File: src/rtl/rca.sv
// Ripple-carry adder: WIDTH chained full-adder cells with a combinational result
// and a registered copy (sum, carry-out, signed overflow) for pipeline boundaries.
module rca #(
  parameter int WIDTH = 32
) (
  input  logic             clk,
  input  logic             rst_n,
  input  logic [WIDTH-1:0] a,
  input  logic [WIDTH-1:0] b,
  input  logic             cin,
  output logic [WIDTH-1:0] sum,
  output logic             cout,
  output logic             ovf,
  output logic [WIDTH-1:0] sum_q,
  output logic             cout_q,
  output logic             ovf_q
);

  logic [WIDTH:0]   w_c;
  logic [WIDTH-1:0] w_s;
  logic [WIDTH-1:0] r_sum_q;
  logic             r_cout_q;
  logic             r_ovf_q;

  assign w_c[0] = cin;

  // Strict bit-to-bit ripple; no lookahead so the chain maps to plain FA cells.
  for (genvar i = 0; i < WIDTH; i++) begin : g_fa
    logic w_p;
    assign w_p      = a[i] ^ b[i];
    assign w_s[i]   = w_p ^ w_c[i];
    assign w_c[i+1] = (a[i] & b[i]) | (w_c[i] & w_p);
  end

  assign sum  = w_s;
  assign cout = w_c[WIDTH];
  assign ovf  = w_c[WIDTH] ^ w_c[WIDTH-1];

  always_ff @(posedge clk or negedge rst_n) begin
    if (!rst_n) begin
      r_sum_q  <= '0;
      r_cout_q <= 1'b0;
      r_ovf_q  <= 1'b0;
    end else begin
      r_sum_q  <= w_s;
      r_cout_q <= w_c[WIDTH];
      r_ovf_q  <= w_c[WIDTH] ^ w_c[WIDTH-1];
    end
  end

  assign sum_q  = r_sum_q;
  assign cout_q = r_cout_q;
  assign ovf_q  = r_ovf_q;

endmodule

File: config.mk
export PLATFORM = sky130hd
export DESIGN_NAME = rca
export DESIGN_NICKNAME = d
export VERILOG_FILES = /design/src/rtl/rca.sv
export SDC_FILE = /design/constraint.sdc
export NUM_CORES = 1
export LEC_CHECK = 0
export CAP_MARGIN = 20
export CORE_ASPECT_RATIO = 1.1
export CORE_MARGIN = 2
export CORE_UTILIZATION = 30
export DETAILED_ROUTE_END_ITERATION = 8
export PLACE_DENSITY = 0.77
export SETUP_SLACK_MARGIN = 0.5
export SLEW_MARGIN = 20
export SYNTH_ARGS = -nofsm -noshare
export SYNTH_HDL_FRONTEND = slang
export SYNTH_SLANG_ARGS = --single-unit
File: constraint.sdc
create_clock -name clk -period 48.8 [get_ports clk]
set_input_delay 7.32 -clock clk [delete_from_list [all_inputs] [get_ports clk]]
set_output_delay 7.32 -clock clk [all_outputs]
set_load 0.005 [all_outputs]
# Yosys cells after proc, flatten, opt, wreduce, memory -nomap -nowiden
# Cells that the tools add are included.
[word_totals]
reg_bits = 34
inputBits = 67
output_inout_bits = 68
wordCells = 164
[classes]
n_bitwise = 161
[ops]
columns = ["op", "n"]
rows = [
  ["XOR 1 bit", 65],
  ["bitwise AND 1 bit", 64],
  ["OR 1 bit", 32],
]

# Longest topological paths before layout
[depth]
ltp_word = 66
depth_mapped = 36

# Worst setup path after synthesis
# No wires, ideal clock.
[synth_timing]
path_type = "input to output"
startpoint = "input port a[0]"
endpoint = "output port sum[31]"
arrival_ps = 19541
required_ps = 41480
setup_slack_ps = 21939
stages = 36
n_path_buf = 0
path_cell_list = "fa_1 fa_1 fa_1 fa_1 fa_1 fa_1 fa_1 fa_1 fa_1 fa_1 fa_1 fa_1 fa_1 fa_1 fa_1 fa_1 fa_1 fa_1 fa_1 inv_1 fa_1 inv_1 fa_1 fa_1 fa_1 fa_1 fa_1 fa_1 fa_1 fa_1 fa_1 fa_1 fa_1 inv_1 fa_1 inv_1"
[synth_between]
elab_chain_len = 64
[synth_lines]
columns = ["item", "line_no", "text"]
rows = [
  ["start, declared", "8", "input logic [WIDTH-1:0] a,"],
  ["XOR 1 bit", "30", "assign w_p = a[i] ^ b[i];"],
  ["bitwise AND 1 bit", "32", "assign w_c[i+1] = (a[i] & b[i]) | (w_c[i] & w_p);"],
  ["OR 1 bit *", "32", ""],
  ["bitwise AND 1 bit *", "32", ""],
  ["OR 1 bit *", "32", ""],
  ["bitwise AND 1 bit *", "32", ""],
  ["OR 1 bit *", "32", ""],
  ["bitwise AND 1 bit *", "32", ""],
  ["[48 not listed]", "n/a", ""],
  ["OR 1 bit *", "32", ""],
  ["bitwise AND 1 bit *", "32", ""],
  ["OR 1 bit *", "32", ""],
  ["bitwise AND 1 bit *", "32", ""],
  ["OR 1 bit *", "32", ""],
  ["bitwise AND 1 bit *", "32", ""],
  ["OR 1 bit *", "32", ""],
  ["XOR 1 bit *", "31", "assign w_s[i] = w_p ^ w_c[i];"],
  ["end, declared", "11", "output logic [WIDTH-1:0] sum,"],
]
# Every way passes the cells marked *; elsewhere a longest branch is shown, timed or not.

# Final worst setup path
# Ends and elaborated chain as after synthesis.

==> results.tsv <==
stage	metric	value	unit
clocking	path_clk_slew	0.06	ns
clocking	cts-resized-gates	0	
power_and_ir_drop	p_comb_share	42.4	%
placed_design	dpl.hpwl	3.33	mm
power_and_ir_drop	p_clk_share	19.9	%
synthesis	yosys.area_share.adder	41.7	%
power_and_ir_drop	max-vdd-ir-drop	0.0129	mV
cells_and_area	diodes	0	
synthesis	syn_area_per_cell	20.0	um^2
timing	rsz0062_at_grt	no	
worst_setup_path	cp_common_cell	fa_1	
clocking	h-tree-depth	2	
routing	drtAntennaViolNets	0	
routing	dr.pass1.iters	2	
worst_setup_path	crit_path_end_kind	output pin	
timing	fin_crit_sh	57.8	%
worst_setup_path	crit_family	adder cells	
grt	grt_pass1_wl	6.07	mm
timing	worstMarginPinSlew	0.719	ns
synthesis	syn-num-nets	176	
clocking	clockBufferDepth	2	
worst_setup_path	cp_max_fo	2	
synthesis	synthXorXnorAreaFrac	0.570	%
timing	hold_viol	0	
power_and_ir_drop	swShare	24.2	%
placed_design	place_inst	269	
power_and_ir_drop	seq_power_share	37.8	%
timing	max_freq	0.0355	GHz
synthesis	ys_seq_elements	34	
die	rows	27	
grt	grt_pass1_vias	1338	
placed_design	numPortBuffers	134	
die	dieArea	0.00572	mm^2
timing	finalSetupViolations	0	
die	start_util	31.0	%
clocking	cts_root_buffer	clkbuf_8	
timing	fin_tns_setup	0	ns
timing	slew_headroom	52.1	%
status	status	finished, final reports clean	
power_and_ir_drop	finalPower	0.0928	mW
worst_setup_path	critPathArrivalTime	20.89	ns
timing	period_needed	28.21	ns
routing	route.detailed.drc	0	
synthesis	synthMuxAreaShare	0	%
cells_and_area	instances_no_fill	276	
cells_and_area	final_cell_mix	133 x clkdlybuf4s50_1, 34 x dfrtp_1, 32 x fa_1, 10 x inv_1, 5 x clkbuf_8	
power_and_ir_drop	p_leak	1.25	nW
power_and_ir_drop	p_per_area	30.7	mW/mm^2
cells_and_area	final_area	0.00302	mm^2
clocking	cts_made_buffers	5	
die	die_h	79.1	um
power_and_ir_drop	p_int	0.0704	mW
hold_path	hp-class	input port to async pin	
synthesis	yosysWarnings	0	
grt	grt_usage	14.3	%
die	ios	135	
worst_setup_path	path_buf_inv	6	
clocking	cts_hold_buffers	0	
grt	grt_overflow	0	
synthesis	yosys.area_share.simple	0	%
routing	routedWlPerCell	13.5	um
cells_and_area	layout_commonest_cell	clkdlybuf4s50_1	
cells_and_area	post-route-util	60.9	%
cells_and_area	drive_gt1_share	2.75	%
placed_design	gp_congestion	0.694	
worst_setup_path	slowest_stage	clkdlybuf4s50_1	
clocking	cts_tree	built	
routing	vias	1174	
routing	finalWirelength	3.72	mm
timing	final-max-slew-violation-count	0	
synthesis	synth.distinct_cells	4	
clocking	post-cts-setup-buffers	0	
worst_setup_path	crit_required	41.48	ns
grt	grt_start_max_net_pins	35	
synthesis	synth_compound_area_share	0	%
worst_setup_path	max_stage_delay	0.49	ns
placed_design	dpl_cell_area	0.00295	mm^2
worst_setup_path	cp-start-kind	input port	
die	die_w	72.3	um
synthesis	synth_top_family_by_area	adder cells	
job	cap_violations	0	
power_and_ir_drop	p_switching	0.0224	mW
cells_and_area	syn_to_final_growth	96.6	%
clocking	cts.sinks	34	
routing	via_per_inst	4.25	
routing	drt_iter0_markers	16	
synthesis	syn_area	0.00154	mm^2
synthesis	synthCells	77	
synthesis	synth-seq-area-share	55.3	%
die	core_area	0.00497	mm^2
worst_setup_path	crit_type	input port to output pin	
grt	antenna_found_initial	0	
cells_and_area	nets	317	
==> power groups by stage <==
stage          Sequential [mW]  Clock, mW  Combinational [mW]
2_1_floorplan           0.0365          0             0.00830
3_3_place_gp            0.0354          0              0.0395
3_5_place_dp            0.0357          0              0.0401
4_1_cts                 0.0352     0.0193              0.0404
5_1_grt                 0.0355     0.0208              0.0433
6_report                0.0350     0.0184              0.0393
==> kinds of logic (layout without fill, tap and decap cells) <==
family	after synthesis	after routing
flip-flops	34	34
adder cells (fa/ha/maj)	32	32
buffers and inverters	10	151
XOR/XNOR	1	1
==> state kept, by name (all words and copies together), names as in the netlist <==
signal and count:
cout_q 1, ovf_q 1, sum_q 32
==> metal layers <==
layer	GRT usage, %	wire [um]	up-vias
li1	-	-	508
met1	13.8	1090	583
met2	26.1	2140	75
met3	5.08	405	8
met4	7.36	92	0
met5	0	0	-
==> final cells by class <==
cell class / count / area, um^2
Tap cell: 58 / 72.6
Inverter: 10 / 37.5
Timing Repair Buffer: 134 / 1340
Clock buffer: 7 / 76.3
Multi-Input combinational cell: 33 / 649
Fill cell: 414 / 1940
Sequential cell: 34 / 851
==> cell usage after synthesis, drive strengths merged <==
cell type,count,area (um^2)
dfrtp,34,851
inv,10,37.5
xnor2,1,8.76
fa,32,641
==> metrics by stage <==
step | hold slack (ns) | setup WS, ns
2_1_floorplan | 7.02 | 21.94
3_3_place_gp | 7.43 | 20.66
3_5_place_dp | 7.43 | 20.53
4_1_cts | 7.13 | 20.52
5_1_grt | 7.17 | 20.13
6_report | 7.10 | 20.59
==> path summary, 6_finish.rpt <==
check / from / endpoint / slack (ns) / cells past startpoint
min: rst_n / sum_q[2] / 7.10 / 1
max: a[0] / sum[31] / 20.59 / 38
max in group asynchronous: rst_n / sum_q[22] / 41.23 / 1
min in group clk: cin / sum_q[0] / 7.74 / 2
(Power assumes the default switching activity.)
